### src/rtl/instr_encoder.sv
// RV32I + Zicsr + Zifencei instruction encoder: packs a kind plus operands into a 32-bit word.
// The word then passes through a two-stage valid/ready pipeline that tags each word with its byte address.
package opcode_type;
  typedef enum logic [5:0] {
    K_LUI = 6'd0, K_AUIPC, K_JAL, K_JALR,
    K_BEQ, K_BNE, K_BLT, K_BGE, K_BLTU, K_BGEU,
    K_LB, K_LH, K_LW, K_LBU, K_LHU,
    K_SB, K_SH, K_SW,
    K_ADDI, K_SLTI, K_SLTIU, K_XORI, K_ORI, K_ANDI, K_SLLI, K_SRLI, K_SRAI,
    K_ADD, K_SUB, K_SLL, K_SLT, K_SLTU, K_XOR, K_SRL, K_SRA, K_OR, K_AND,
    K_FENCE, K_FENCE_I, K_ECALL, K_EBREAK,
    K_CSRRW, K_CSRRS, K_CSRRC, K_CSRRWI, K_CSRRSI, K_CSRRCI
  } instr_kind_t;
endpackage

module instr_encoder
  import opcode_type::*;
#(
  parameter logic [31:0] BASE_ADDR = 32'h0000_0000,
  parameter int          CNT_W     = 16
) (
  input  logic             clk,
  input  logic             rst,
  input  logic             in_valid,
  output logic             in_ready,
  input  instr_kind_t      in_kind,
  input  logic [4:0]       in_rd,
  input  logic [4:0]       in_rs1,
  input  logic [4:0]       in_rs2,
  input  logic [31:0]      in_imm,
  output logic             out_valid,
  input  logic             out_ready,
  output logic [31:0]      out_instr,
  output logic [31:0]      out_addr,
  output logic             out_err,
  output logic [CNT_W-1:0] accepted_count,
  output logic [CNT_W-1:0] err_count
);

  typedef enum logic [3:0] {
    C_LUI, C_AUIPC, C_JAL, C_JALR, C_BR, C_LD, C_ST, C_OPI, C_SH, C_OP, C_CSR, C_FIX, C_BAD
  } cls_t;

  logic        s1_valid;
  instr_kind_t s1_kind;
  logic [4:0]  s1_rd, s1_rs1, s1_rs2;
  logic [31:0] s1_imm;

  logic s2_load, in_fire, out_fire;
  assign s2_load  = !out_valid || out_ready;
  assign in_ready = !rst && (!s1_valid || s2_load);
  assign in_fire  = in_valid && in_ready;
  assign out_fire = out_valid && out_ready;

  logic signed [31:0] simm;
  logic imm_i_ok, imm_b_ok, imm_j_ok;
  assign simm     = $signed(s1_imm);
  assign imm_i_ok = (simm >= -32'sd2048) && (simm <= 32'sd2047);
  assign imm_b_ok = (simm >= -32'sd4096) && (simm <= 32'sd4094) && !s1_imm[0];
  assign imm_j_ok = (simm >= -32'sd1048576) && (simm <= 32'sd1048574) && !s1_imm[0];

  cls_t        cls;
  logic [2:0]  f3;
  logic [6:0]  f7, opcode;
  logic [31:0] fixed_word, word_d;
  logic        fix_bad, bad;

  always_comb begin
    cls        = C_BAD;
    f3         = 3'b000;
    f7         = 7'b0000000;
    fixed_word = 32'h0;
    fix_bad    = 1'b0;
    case (s1_kind)
      K_LUI:    cls = C_LUI;
      K_AUIPC:  cls = C_AUIPC;
      K_JAL:    cls = C_JAL;
      K_JALR:   cls = C_JALR;
      K_BEQ:    begin cls = C_BR;  f3 = 3'b000; end
      K_BNE:    begin cls = C_BR;  f3 = 3'b001; end
      K_BLT:    begin cls = C_BR;  f3 = 3'b100; end
      K_BGE:    begin cls = C_BR;  f3 = 3'b101; end
      K_BLTU:   begin cls = C_BR;  f3 = 3'b110; end
      K_BGEU:   begin cls = C_BR;  f3 = 3'b111; end
      K_LB:     begin cls = C_LD;  f3 = 3'b000; end
      K_LH:     begin cls = C_LD;  f3 = 3'b001; end
      K_LW:     begin cls = C_LD;  f3 = 3'b010; end
      K_LBU:    begin cls = C_LD;  f3 = 3'b100; end
      K_LHU:    begin cls = C_LD;  f3 = 3'b101; end
      K_SB:     begin cls = C_ST;  f3 = 3'b000; end
      K_SH:     begin cls = C_ST;  f3 = 3'b001; end
      K_SW:     begin cls = C_ST;  f3 = 3'b010; end
      K_ADDI:   begin cls = C_OPI; f3 = 3'b000; end
      K_SLTI:   begin cls = C_OPI; f3 = 3'b010; end
      K_SLTIU:  begin cls = C_OPI; f3 = 3'b011; end
      K_XORI:   begin cls = C_OPI; f3 = 3'b100; end
      K_ORI:    begin cls = C_OPI; f3 = 3'b110; end
      K_ANDI:   begin cls = C_OPI; f3 = 3'b111; end
      K_SLLI:   begin cls = C_SH;  f3 = 3'b001; end
      K_SRLI:   begin cls = C_SH;  f3 = 3'b101; end
      K_SRAI:   begin cls = C_SH;  f3 = 3'b101; f7 = 7'b0100000; end
      K_ADD:    begin cls = C_OP;  f3 = 3'b000; end
      K_SUB:    begin cls = C_OP;  f3 = 3'b000; f7 = 7'b0100000; end
      K_SLL:    begin cls = C_OP;  f3 = 3'b001; end
      K_SLT:    begin cls = C_OP;  f3 = 3'b010; end
      K_SLTU:   begin cls = C_OP;  f3 = 3'b011; end
      K_XOR:    begin cls = C_OP;  f3 = 3'b100; end
      K_SRL:    begin cls = C_OP;  f3 = 3'b101; end
      K_SRA:    begin cls = C_OP;  f3 = 3'b101; f7 = 7'b0100000; end
      K_OR:     begin cls = C_OP;  f3 = 3'b110; end
      K_AND:    begin cls = C_OP;  f3 = 3'b111; end
      K_FENCE:  begin
        cls        = C_FIX;
        fixed_word = {4'b0000, s1_imm[7:0], 13'b0, 7'b0001111};
        fix_bad    = |s1_imm[31:8];
      end
      K_FENCE_I: begin cls = C_FIX; fixed_word = 32'h0000_100F; end
      K_ECALL:   begin cls = C_FIX; fixed_word = 32'h0000_0073; end
      K_EBREAK:  begin cls = C_FIX; fixed_word = 32'h0010_0073; end
      K_CSRRW:   begin cls = C_CSR; f3 = 3'b001; end
      K_CSRRS:   begin cls = C_CSR; f3 = 3'b010; end
      K_CSRRC:   begin cls = C_CSR; f3 = 3'b011; end
      K_CSRRWI:  begin cls = C_CSR; f3 = 3'b101; end
      K_CSRRSI:  begin cls = C_CSR; f3 = 3'b110; end
      K_CSRRCI:  begin cls = C_CSR; f3 = 3'b111; end
      default:   cls = C_BAD;
    endcase
  end

  // Pack the field layout for the class; any illegal operand zeroes the word.
  always_comb begin
    opcode = 7'b0000000;
    word_d = 32'h0;
    bad    = 1'b0;
    unique case (cls)
      C_LUI:   begin opcode = 7'b0110111; bad = |s1_imm[11:0]; word_d = {s1_imm[31:12], s1_rd, opcode}; end
      C_AUIPC: begin opcode = 7'b0010111; bad = |s1_imm[11:0]; word_d = {s1_imm[31:12], s1_rd, opcode}; end
      C_JAL: begin
        opcode = 7'b1101111;
        bad    = !imm_j_ok;
        word_d = {s1_imm[20], s1_imm[10:1], s1_imm[11], s1_imm[19:12], s1_rd, opcode};
      end
      C_JALR, C_LD, C_OPI: begin
        opcode = (cls == C_JALR) ? 7'b1100111 : (cls == C_LD) ? 7'b0000011 : 7'b0010011;
        bad    = !imm_i_ok;
        word_d = {s1_imm[11:0], s1_rs1, f3, s1_rd, opcode};
      end
      C_ST: begin
        opcode = 7'b0100011;
        bad    = !imm_i_ok;
        word_d = {s1_imm[11:5], s1_rs2, s1_rs1, f3, s1_imm[4:0], opcode};
      end
      C_BR: begin
        opcode = 7'b1100011;
        bad    = !imm_b_ok;
        word_d = {s1_imm[12], s1_imm[10:5], s1_rs2, s1_rs1, f3, s1_imm[4:1], s1_imm[11], opcode};
      end
      C_SH: begin
        opcode = 7'b0010011;
        bad    = |s1_imm[31:5];
        word_d = {f7, s1_imm[4:0], s1_rs1, f3, s1_rd, opcode};
      end
      C_OP:  begin opcode = 7'b0110011; word_d = {f7, s1_rs2, s1_rs1, f3, s1_rd, opcode}; end
      C_CSR: begin
        opcode = 7'b1110011;
        bad    = |s1_imm[31:12];
        word_d = {s1_imm[11:0], s1_rs1, f3, s1_rd, opcode};
      end
      C_FIX:   begin bad = fix_bad; word_d = fixed_word; end
      default: bad = 1'b1;
    endcase
    if (bad) word_d = 32'h0;
  end

  always_ff @(posedge clk) begin
    if (rst) begin
      s1_valid       <= 1'b0;
      s1_kind        <= K_LUI;
      s1_rd          <= 5'd0;
      s1_rs1         <= 5'd0;
      s1_rs2         <= 5'd0;
      s1_imm         <= 32'h0;
      out_valid      <= 1'b0;
      out_instr      <= 32'h0;
      out_err        <= 1'b0;
      out_addr       <= BASE_ADDR;
      accepted_count <= '0;
      err_count      <= '0;
    end else begin
      if (in_fire) begin
        s1_valid <= 1'b1;
        s1_kind  <= in_kind;
        s1_rd    <= in_rd;
        s1_rs1   <= in_rs1;
        s1_rs2   <= in_rs2;
        s1_imm   <= in_imm;
      end else if (s2_load) begin
        s1_valid <= 1'b0;
      end
      if (s2_load) begin
        out_valid <= s1_valid;
        if (s1_valid) begin
          out_instr <= word_d;
          out_err   <= bad;
        end
      end
      if (out_fire) out_addr <= out_addr + 32'd4;
      if (in_fire && !(&accepted_count)) accepted_count <= accepted_count + CNT_W'(1);
      if (out_fire && out_err && !(&err_count)) err_count <= err_count + CNT_W'(1);
    end
  end

endmodule

### config.mk
export PLATFORM = sky130hd
export DESIGN_NAME = instr_encoder
export DESIGN_NICKNAME = d
export VERILOG_FILES = /design/src/rtl/instr_encoder.sv
export SDC_FILE = /design/constraint.sdc
export NUM_CORES = 1
export LEC_CHECK = 0
export ABC_AREA = 1
export BUFFER_PORTS_ARGS = -buffer_cell sky130_fd_sc_hd__clkbuf_2
export CELL_PAD_IN_SITES_DETAIL_PLACEMENT = 1
export CELL_PAD_IN_SITES_GLOBAL_PLACEMENT = 2
export CORE_MARGIN = 2
export CORE_UTILIZATION = 30
export DETAILED_ROUTE_END_ITERATION = 10
export PLACE_DENSITY_LB_ADDON = 0.05
export SLEW_MARGIN = 20
export SYNTH_ARGS = -nofsm -noshare
export SYNTH_HDL_FRONTEND = slang
export SYNTH_SLANG_ARGS = --single-unit
### constraint.sdc
create_clock -name clk -period 3.2 [get_ports clk]
set_clock_uncertainty 0.2 [all_clocks]
set_input_delay 0.32 -clock clk [delete_from_list [all_inputs] [get_ports clk]]
set_output_delay 0.32 -clock clk [all_outputs]
set_load 0.01 [all_outputs]
### Yosys cells after proc, flatten, opt, wreduce, memory -nomap -nowiden

Cells that the tools add are included.

| storage, ports and cells | value |
|---|---|
| register bits | 152 |
| output and inout bits | 99 |
| word-level logic and storage cells | 141 |

| operators by class | value |
|---|---|
| add/subtract/negate cells | 3 |
| order comparisons | 6 |
| eq/ne operators | 57 |
| muxes and demuxes | 12 |
| reduce and logical (&&, ||, !) cells | 51 |

Operators with widths:

| cell | number |
|---|---|
| 32-bit case mux with 10 select lines | 1 |
| 28-bit case mux with 4 select lines | 1 |
| 6-bit by 5-bit == test with 1-bit output, second input constant | 16 |
| 6-bit == test, second input constant | 15 |
| 6-bit by 4-bit == test with 1-bit output, second input constant | 8 |
| 4-bit case mux with 12 select lines | 1 |
| 16-bit by 1-bit adder with 16-bit output, second input constant | 2 |
| 32-bit by 3-bit adder with 32-bit output, second input constant | 1 |
| 32-bit by 12-bit >= comparator with 1-bit output, second input constant | 1 |
| 32-bit by 13-bit >= comparator with 1-bit output, second input constant | 1 |
| 32-bit by 21-bit >= comparator with 1-bit output, second input constant | 1 |
| 32-bit by 12-bit <= comparator with 1-bit output, second input constant | 1 |
| 32-bit by 13-bit <= comparator with 1-bit output, second input constant | 1 |
| 32-bit by 21-bit <= comparator with 1-bit output, second input constant | 1 |
| 32-bit two-way mux | 1 |
| 16-bit AND reduction | 2 |
| 27-bit OR reduction | 1 |
| 6-bit by 3-bit == test with 1-bit output, second input constant | 4 |
| 24-bit OR reduction | 1 |
| 6-bit OR reduction | 4 |
| 3-bit case mux with 7 select lines | 1 |
| 20-bit OR reduction | 1 |
| 4-bit OR reduction | 5 |
| 4-bit by 3-bit == test with 1-bit output, second input constant | 4 |
| 23 further kinds | 54 |

### Longest topological paths before layout

Gate-level depths: netlist of the first run.

| depth | value |
|---|---|
| depth in word-level cells | 8 |
| depth in mapped cells | 16 |
| gate-level depth less buffers | 14 |

### Worst setup path before layout of the first run

OpenSTA, ideal clock, no wires.

| timing path | value |
|---|---|
| path type | register -> register |
| start point | register out_valid |
| end point | register out_addr[31] |
| data arrival time | 1.827 ns |
| setup slack | 1.059 ns |
| stages on the path, launching flop included | 15 |
| cell sequence | dfxtp_1 nand2_1 inv_2 nand2_1 nor2_1 nand2_1 nor2_2 nand2_1 nor2_1 nand2_1 nor2_1 inv_1 nor2_1 a21oi_1 o21a_1 |

| on the way | value |
|---|---|
| word-level cells in the longest chain between the ends | 1 |

RTL lines:

| what | line | source |
|---|---|---|
| from (decl) | 31 | `output logic out_valid,` |
| from (signal assigned) | 201 | `out_valid <= s1_valid;` |
| 1-bit logical AND | 53 | `assign out_fire = out_valid && out_ready;` |
| to (signal assigned) | 207 | `if (out_fire) out_addr <= out_addr + 32'd4;` |
| to (decl) | 34 | `output logic [31:0] out_addr,` |

No other way between the ends.
A chain may end at the register's enable or synchronous reset.

### Worst setup path in the final report of the first run

| timing path | value |
|---|---|
| start point | input out_ready |
| end point | register out_addr[31] |

| on the way | value |
|---|---|
| word-level cells in the longest chain between the ends | 1 |

RTL lines:

| what | line | source |
|---|---|---|
| from (decl) | 32 | `input logic out_ready,` |
| 1-bit logical AND | 53 |  |

No other way between the ends.

==> flow_summary.yaml, run 1 <==
clock_network:
  cts_root_buf: "clkbuf_16"
  h-tree-depth: 4
  clk_pin_slew_worst_paths_ns: 0.07
  cts_buffers: 17
  cts_sinks: 149
  cts_buffer_depth: 2
  clkLatencyLatePin_ns: 0.43
  cts_tree: "built"
setup_path:
  crit_fanout: 4
  worstSetupEndpointType: "flop"
  required_ns: 3.32
  critPathLaunchType: "input port"
  cp.arrival_ns: 2.93
  crit_type: "input port to flop"
sta:
  setup_tns_ns: 0
  worst_pin_slew_ns: 0.894
  fmax_ghz: 0.356
  hold_slack_ns: 0.00263
  maxSlewViolCount: 0
  final-hold-violation-count: 0
  rsz0062_at_grt: "no"
  period_needed_ns: 2.81
  fin_crit_sh_pct: 87.7
  setup_viol: 0
  relSlewSlack_pct: 40.3
synth:
  ys_warn_count: 0
  synth_cell_types: 35
  synth_area_mm2: 0.00784
  synth-seq-cells: 149
  avgSynthCellArea_um2: 6.32
  synth-edff-count: 0
  synth_seq_area_share_pct: 38.1
  postSynthCellCount: 1240
  synthArstFlopShare_pct: 0
  ys.flop_type: "dfxtp_1"
placed_design:
  post-dp-hpwl_mm: 20.1
  gp_congestion: 0.863
  port_buffers: 153
final_layout:
  layout-area-overhead-vs-synth_pct: 26.3
  antenna_cells: 0
  seqCellArea_mm2: 0.00298
  final_common_cell: "nor2_1"
  multi_input_area_mm2: 0.00408
  drive_gt1_share_pct: 15.9
  fillers: 3465
  finalNetCount: 1479
  final_cell_mix: "260 x nor2_1, 239 x nand2_1, 153 x clkbuf_2"
worst_hold_path:
  hp-class: "input port to flop"
power_and_ir_drop:
  power.density_mw_per_mm2: 466
  power_mw: 4.61
  irDropWorstVdd_mv: 0.377
  switchingPower_mw: 1.37
  swShare_pct: 29.7
  clkPwrFrac_pct: 44.0
  intPower_mw: 3.24
  p_leak_nw: 4.13
  pwr-share-comb_pct: 13.0
  seqPwrFrac_pct: 43.0
grt:
  grt_pass1_vias: 8457
  grt_max_degree: 83
  grt_util_all_layers_pct: 20.0
  grt_overflow: 0
  antenna_found_initial: 0
  grt_pass1_wl_mm: 44.8
floorplanning:
  fp.dieW_um: 166
  std_cell_rows: 59
  initial_core_util_pct: 30.3
  core_area_mm2: 0.0258
  dieArea_mm2: 0.0274
  pin_count: 156
  die_height_um: 166
route:
  drc: 0
  avgViaCountPerCell: 4.68
  ant_nets: 0
  dr.pass1.iters: 4
  drt-total-wl_mm: 26.9
  wl_per_cell_um: 15.2
  vias: 8261
  dr.first_iter.drc_count: 362
run_status:
  status: "completed"
job:
  maxCapViolCount: 0
-- per-stage QoR --
stage | util [%] | std cells | cell area [um^2] | setup slack (ns)
after global routing | 38.3 | 1767 | 9900 | 0.122
after detailed placement | 34.6 | 1697 | 8940 | 0.464
final | 38.3 | 1767 | 9900 | 0.393
after CTS | 38.3 | 1767 | 9900 | 0.371
after global placement | 34.6 | 1697 | 8940 | 0.522
after floorplan | - | 1241 | 7840 | 1.06
-- per-layer routing --
metal | part of all wire (%) | up-vias | wire, um | global-route usage, %
li1 | - | 4312 | - | -
met1 | 51 | 3805 | 13800 | 28.4
met2 | 44 | 127 | 12000 | 32.1
met3 | 3.3 | 17 | 876 | 3.20
met4 | 0.95 | 0 | 257 | 4.50
met5 | 0 | - | 0 | 0
-- power groups by stage --
| stage | sequential (mW) | combinational, mW | clock (mW) |
|---|---|---|---|
| final | 1.98 | 0.599 | 2.03 |
| after global routing | 1.99 | 0.682 | 2.17 |
| after CTS | 1.98 | 0.608 | 2.09 |
| after detailed placement | 2.02 | 0.569 | 0 |
| after global placement | 2.02 | 0.568 | 0 |
| after floorplan | 2.01 | 0.359 | 0 |
-- cells by family (layout without fill, tap and decap cells) --
| family | after synthesis | count (layout) | share of synthesized area (%) |
|---|---|---|---|
| fa+ha+maj | 3 | 3 | 0.479 |
| flops | 149 | 149 | 38.1 |
| buf+inv | 201 | 392 | 9.90 |
| other cells | 1 | 2 | 0.0479 |
| xor+xnor | 22 | 22 | 2.46 |
| simple gates | 661 | 661 | 35.6 |
| compound gates | 203 | 203 | 13.4 |
-- area by class of cell --
type                    count  area share (%)
clock buffers              19            4.47
clock inverters            13            1.40
inverters                 158            5.99
multi-input cells         891            41.2
flip-flops and latches    149            30.1
well taps                 335            4.23
repair buffers            202            12.5
-- flip-flops by register name (all words and copies together) (netlist names) --
| register | flops |
|---|---|
| out_valid | 1 |
| out_instr | 31 |
| out_addr | 30 |
| s1_kind | 6 |
| s1_valid | 1 |
| s1_rs1 | 5 |
| accepted_count | 16 |
| s1_rd | 5 |
| s1_imm | 32 |
| out_err | 1 |
| err_count | 16 |
| s1_rs2 | 5 |
-- synth_stat cells (7+ instances only) --
cell	count	area [um^2]
a21oi_1	96	480
buf_2	8	40.0
clkbuf_1	32	120
dfxtp_1	149	2980
inv_1	147	552
inv_2	11	41.3
nand2_1	239	897
nand3_1	69	345
nand4_1	20	125
nor2_1	260	976
nor2_2	7	43.8
nor3_1	39	195
nor3b_1	7	52.6
nor4_1	7	43.8
o21ai_0	93	465
xnor2_1	8	70.1
xor2_1	14	123
-- worst max-delay path: stages --
cell           delay [ns]
dlygate4sd3_1        0.52
clkbuf_2             0.10
nand2_1              0.12
inv_2                0.11
nand2_1              0.07
nor2_1               0.27
nand2_1              0.17
nor2_2               0.20
nand2_1              0.12
nor2_1               0.17
nand2_1              0.12
nor2_1               0.21
inv_1                0.06
nor2_1               0.14
a21oi_1              0.08
o21a_1               0.14
-- repair_timing --
item,4_1_cts,5_1_grt
hold buffers,38,0
buffers inserted,0,0
hold endpoints to repair,38,0
gates resized for setup,0,0
-- path summary, 6_finish.rpt --
kind / depth (start not counted) / from / slack (ns) / to
setup / recovery: 16 / out_ready / 0.39 / out_addr[31]
hold reg to reg: 2 / s1_rs2[2] / 0.25 / s1_rs2[2]
hold / removal: 3 / in_imm[31] / 0.003 / s1_imm[31]
setup reg to reg: 14 / s1_kind[3] / 0.54 / out_instr[10]
Power figures use the tool's default switching activity.
==> run 2: changes to the inputs <==
--- a/config.mk
+++ b/config.mk
@@ -13,6 +13,7 @@
 export CORE_UTILIZATION = 30
 export DETAILED_ROUTE_END_ITERATION = 10
 export PLACE_DENSITY_LB_ADDON = 0.05
+export REMOVE_ABC_BUFFERS = 1
 export SLEW_MARGIN = 20
 export SYNTH_ARGS = -nofsm -noshare
 export SYNTH_HDL_FRONTEND = slang
==> run 2 against run 1 <==
Compared with the run above:
- utilization up 0.40 points
- non-clock buffer count up 10
- count of clock-buffer cells in the layout down 1
- global-route usage down 0.13 points
- routed wire length about the same
- cell count up 0.57%
- first-iteration DRC count down 23%
==> flow_summary.yaml, run 2 (synthesis results as in run 1) <==
power_and_ir_drop:
  irDropWorstVdd_mv: 0.273
  pwr-share-comb_pct: 13.0
  swShare_pct: 29.4
  seqPwrFrac_pct: 42.2
  power.density_mw_per_mm2: 468
  power_mw: 4.68
  switchingPower_mw: 1.38
  intPower_mw: 3.31
  p_leak_nw: 4.19
  clkPwrFrac_pct: 44.7
sta:
  setup_viol: 0
  fin_crit_sh_pct: 86.3
  setup_tns_ns: 0
  final-hold-violation-count: 0
  hold_slack_ns: 0.0215
  worst_pin_slew_ns: 0.840
  period_needed_ns: 2.76
  relSlewSlack_pct: 44.0
  fmax_ghz: 0.362
  maxSlewViolCount: 0
  rsz0062_at_grt: "no"
  fin_ws_ns: 0.437
final_layout:
  final_util_pct: 38.7
  layout-area-overhead-vs-synth_pct: 27.7
  top_regs: "s1_imm (32), out_instr (31), out_addr (30)"
  finish.instance_area_mm2: 0.0100
  drive_gt1_share_pct: 16.0
  largest_reg_flops: 32
  final_common_cell: "nor2_1"
  fin_cells: 1777
  finalNetCount: 1489
  fillers: 3423
  regMostFlops: "s1_imm"
  final_cell_mix: "260 x nor2_1, 239 x nand2_1, 153 x clkbuf_2"
  antenna_cells: 0
setup_path:
  crit_fanout: 4
  rr_startpoint: "s1_kind[3]"
  path_cells: "dlygate4sd3_1 > clkbuf_2 > nand2_1 > inv_2 > nand2_1 > nor2_1 > nand2_1 > nor2_2 > nand2_1 > nor2_1 > nand2_1 > nor2_1 > inv_1 > nor2_1 > a21oi_1 > o21a_1"
  crit_type: "input port to flop"
  cp.arrival_ns: 2.90
  cp_common_cell: "nand2_1"
  slowest_stage: "dlygate4sd3_1"
  required_ns: 3.34
  crit_path_max_incr_delay_ns: 0.52
  crit_path_start: "out_ready"
  critPathLaunchType: "input port"
  worstSetupEndpointType: "flop"
route:
  dr.first_iter.drc_count: 278
  wl_per_cell_um: 15.2
  avgViaCountPerCell: 4.71
  drt-total-wl_mm: 27.0
  drc: 0
  dr.pass1.iters: 4
  vias: 8367
  ant_nets: 0
floorplanning:
  core_area_mm2: 0.0258
  die_height_um: 166
  dieArea_mm2: 0.0274
  std_cell_rows: 59
  fp.dieW_um: 166
  pin_count: 156
  initial_core_util_pct: 30.3
worst_hold_path:
  hp-class: "input port to flop"
  holdCritStartpoint: "in_rs2[4]"
placed_design:
  dp.cells: 1700
  port_buffers: 153
  gp_congestion: 0.835
  pre_cts_ws_ns: 0.486
  post-dp-hpwl_mm: 19.9
  postPlaceCellArea_mm2: 0.00896
run_status:
  status: "completed"
clock_network:
  clkLatencyLatePin_ns: 0.44
  cts_buffers: 17
  cts_root_buf: "clkbuf_16"
  cts_buffer_depth: 2
  cts_resized: 0
  cts_sinks: 149
  clk_pin_slew_worst_paths_ns: 0.07
  h-tree-depth: 4
  cts_tree: "built"
grt:
  grt_pass1_wl_mm: 44.3
  grt_pass1_vias: 8512
  grt_overflow: 0
  grt_max_degree: 83
  antenna_found_initial: 0
  grt_util_all_layers_pct: 19.9
job:
  maxCapViolCount: 0
[run 2: cell count changes in the layout (fill, tap and decap cells not counted), sizes merged]
cell         delta
clkinvlp        -1
buf             +3
clkinv          +1
bufinv          +1
clkbuf          -1
dlygate4sd3     +7
[run 2: cell type report]
type / instances / area [um^2] / area share (%)
sequential: 149 / 2980 / 29.8
timing repair buffer: 212 / 1330 / 13.3
inverter: 158 / 593 / 5.93
multi-input combinational: 891 / 4080 / 40.8
clock buffer: 18 / 429 / 4.29
tap: 335 / 419 / 4.19
clock inverter: 14 / 164 / 1.64
[run 2: worst paths after layout]
kind	end	slack, ns	cells after the start
setup / recovery	out_addr[31]	0.44	16
setup reg to reg	out_instr[26]	0.51	14
hold / removal	s1_rs2[4]	0.02	3
hold reg to reg	s1_rs2[3]	0.25	2
[run 2: critical path, delay by kind of cell]
kind	cells	cell delay, ns
buf+inv	4	0.81
simple gates	10	1.55
compound gates	2	0.22
[run 2: metal layers]
metal,routed length (um),global-route usage (%),part of all wire [%]
met1,12900,25.8,48
met2,12800,34.0,48
met3,821,3.25,3.0
met4,421,5.90,1.6
met5,0,0,0
[run 2: timing repair]
item                                   CTS  global route
endpoints found under the hold margin   45             0
setup buffers                            0             0
hold buffers                            45             0
[run 2: power by group through the flow]
stage | Combinational, mW | Clock [mW] | Sequential, mW
after floorplan | 0.330 | 0 | 2.01
final | 0.611 | 2.09 | 1.98
after CTS | 0.620 | 2.18 | 1.98
after global placement | 0.572 | 0 | 2.02
after global routing | 0.693 | 2.24 | 1.99
after detailed placement | 0.573 | 0 | 2.02
==> run 3: changes to the inputs <==
--- a/config.mk
+++ b/config.mk
@@ -10,7 +10,7 @@
 export CELL_PAD_IN_SITES_DETAIL_PLACEMENT = 1
 export CELL_PAD_IN_SITES_GLOBAL_PLACEMENT = 2
 export CORE_MARGIN = 2
-export CORE_UTILIZATION = 30
+export CORE_UTILIZATION = 31
 export DETAILED_ROUTE_END_ITERATION = 10
 export PLACE_DENSITY_LB_ADDON = 0.05
 export REMOVE_ABC_BUFFERS = 1
==> run 3 against run 2 <==
Compared with the run above:
- critical path depth unchanged
- global-route usage up 0.83 points
- sequential share of layout area up 0.12 points
- largest cell class unchanged
- largest power group unchanged
- non-clock buffer count down 2
- critical endpoint unchanged
- fmax down 0.41%
==> flow_summary.yaml, run 3 (synthesis results as in run 1) <==
grt:
  grt_pass1_vias: 8518
  grt_util_all_layers_pct: 20.7
  grt_overflow: 0
  grt_pass1_wl_mm: 43.8
  antenna_found_initial: 0
  grt_max_degree: 83
final_layout:
  largest_reg_flops: 32
  regMostFlops: "s1_imm"
  fin_cells: 1770
  top_regs: "s1_imm (32), out_instr (31), out_addr (30)"
  antenna_cells: 0
  finalNetCount: 1487
  layout-area-overhead-vs-synth_pct: 27.1
  drive_gt1_share_pct: 16.3
  final_cell_mix: "260 x nor2_1, 239 x nand2_1, 153 x clkbuf_2"
  final_util_pct: 39.9
  finish.instance_area_mm2: 0.00996
  fillers: 3354
  final_common_cell: "nor2_1"
sta:
  hold_slack_ns: 0.00833
  setup_tns_ns: 0
  rsz0062_at_grt: "no"
  relSlewSlack_pct: 43.7
  fin_ws_ns: 0.426
  final-hold-violation-count: 0
  maxSlewViolCount: 0
  setup_viol: 0
  fin_crit_sh_pct: 86.7
  fmax_ghz: 0.360
  worst_pin_slew_ns: 0.845
  period_needed_ns: 2.77
setup_path:
  path_cells: "dlygate4sd3_1 > clkbuf_2 > nand2_1 > inv_2 > nand2_1 > nor2_1 > nand2_1 > nor2_2 > nand2_1 > nor2_1 > nand2_1 > nor2_1 > inv_1 > nor2_1 > a21oi_1 > o21a_1"
  cp_top_family: "simple AND/OR/NAND/NOR gates"
  crit_type: "input port to flop"
  crit_buf_inv: 4
  required_ns: 3.33
  cp.arrival_ns: 2.91
  critPathLaunchType: "input port"
  crit_path_max_incr_delay_ns: 0.53
  slowest_stage: "dlygate4sd3_1"
  worstSetupEndpointType: "flop"
  cp_common_cell: "nand2_1"
  crit_fanout: 4
worst_hold_path:
  hp-class: "input port to flop"
power_and_ir_drop:
  power_mw: 4.62
  p_leak_nw: 4.17
  power.density_mw_per_mm2: 464
  irDropWorstVdd_mv: 0.277
floorplanning:
  std_cell_rows: 58
  dieArea_mm2: 0.0266
  pin_count: 156
  fp.dieW_um: 163
  die_height_um: 163
  core_area_mm2: 0.0250
  initial_core_util_pct: 31.4
placed_design:
  postPlaceCellArea_mm2: 0.00897
  post-dp-hpwl_mm: 20.0
  pre_cts_ws_ns: 0.504
  dp.cells: 1697
  port_buffers: 153
  gp_congestion: 0.867
route:
  drt-total-wl_mm: 26.9
  wl_per_cell_um: 15.2
  dr.pass1.iters: 4
  avgViaCountPerCell: 4.72
  ant_nets: 0
  drc: 0
  dr.first_iter.drc_count: 258
  vias: 8361
job:
  maxCapViolCount: 0
clock_network:
  cts_resized: 0
  cts_buffer_depth: 2
  clkLatencyLatePin_ns: 0.43
  postCtsSetupRepairBufs: 0
  h-tree-depth: 4
  clk_pin_slew_worst_paths_ns: 0.07
  cts-hold-fix-buffers: 41
  cts_tree: "built"
  cts_root_buf: "clkbuf_16"
  cts_sinks: 149
  cts_buffers: 17
run_status:
  status: "completed"
run 3: worst register-to-register path, stage by stage, from the launching register on:
cell and delay [ns]:
dfxtp_1 0.54, inv_2 0.14, nand2_1 0.11, nor2_1 0.06
nand2_1 0.10, nand2_1 0.06, nor2_1 0.22, nand2_1 0.08
nor2_1 0.19, nand3_1 0.15, nand4_2 0.11, buf_4 0.32
nor2_1 0.09, nor2_1 0.10, nor2_1 0.05
run 3: final timing paths:
| path | start | to | slack [ns] | cells past startpoint |
|---|---|---|---|---|
| min reg2reg | s1_rs2[4] | s1_rs2[4] | 0.25 | 2 |
| max | out_ready | out_addr[31] | 0.43 | 16 |
| min | in_imm[8] | s1_imm[8] | 0.008 | 3 |
| max reg2reg | s1_kind[1] | out_instr[27] | 0.52 | 14 |
run 3: final cells by class:
cell class	instances	area, um^2	area share, %
clock inverter	14	144	1.44
sequential	149	2980	29.9
inverter	158	593	5.95
clock buffer	18	439	4.41
tap	330	413	4.15
multi-input combinational	891	4080	41.0
timing repair buffer	210	1310	13.1
run 3: layer usage:
layer	share of wire [%]	vias up	GRT usage (%)
met4	1.5	0	5.91
met2	48	138	35.6
met5	0	-	0
met1	47	3879	26.6
li1	-	4319	-
met3	3.6	25	3.72
run 3: where the power goes:
part | switching [mW] | internal [mW]
clock | 0.916 | 1.12
sequential | 0.0577 | 1.92
combinational | 0.400 | 0.210
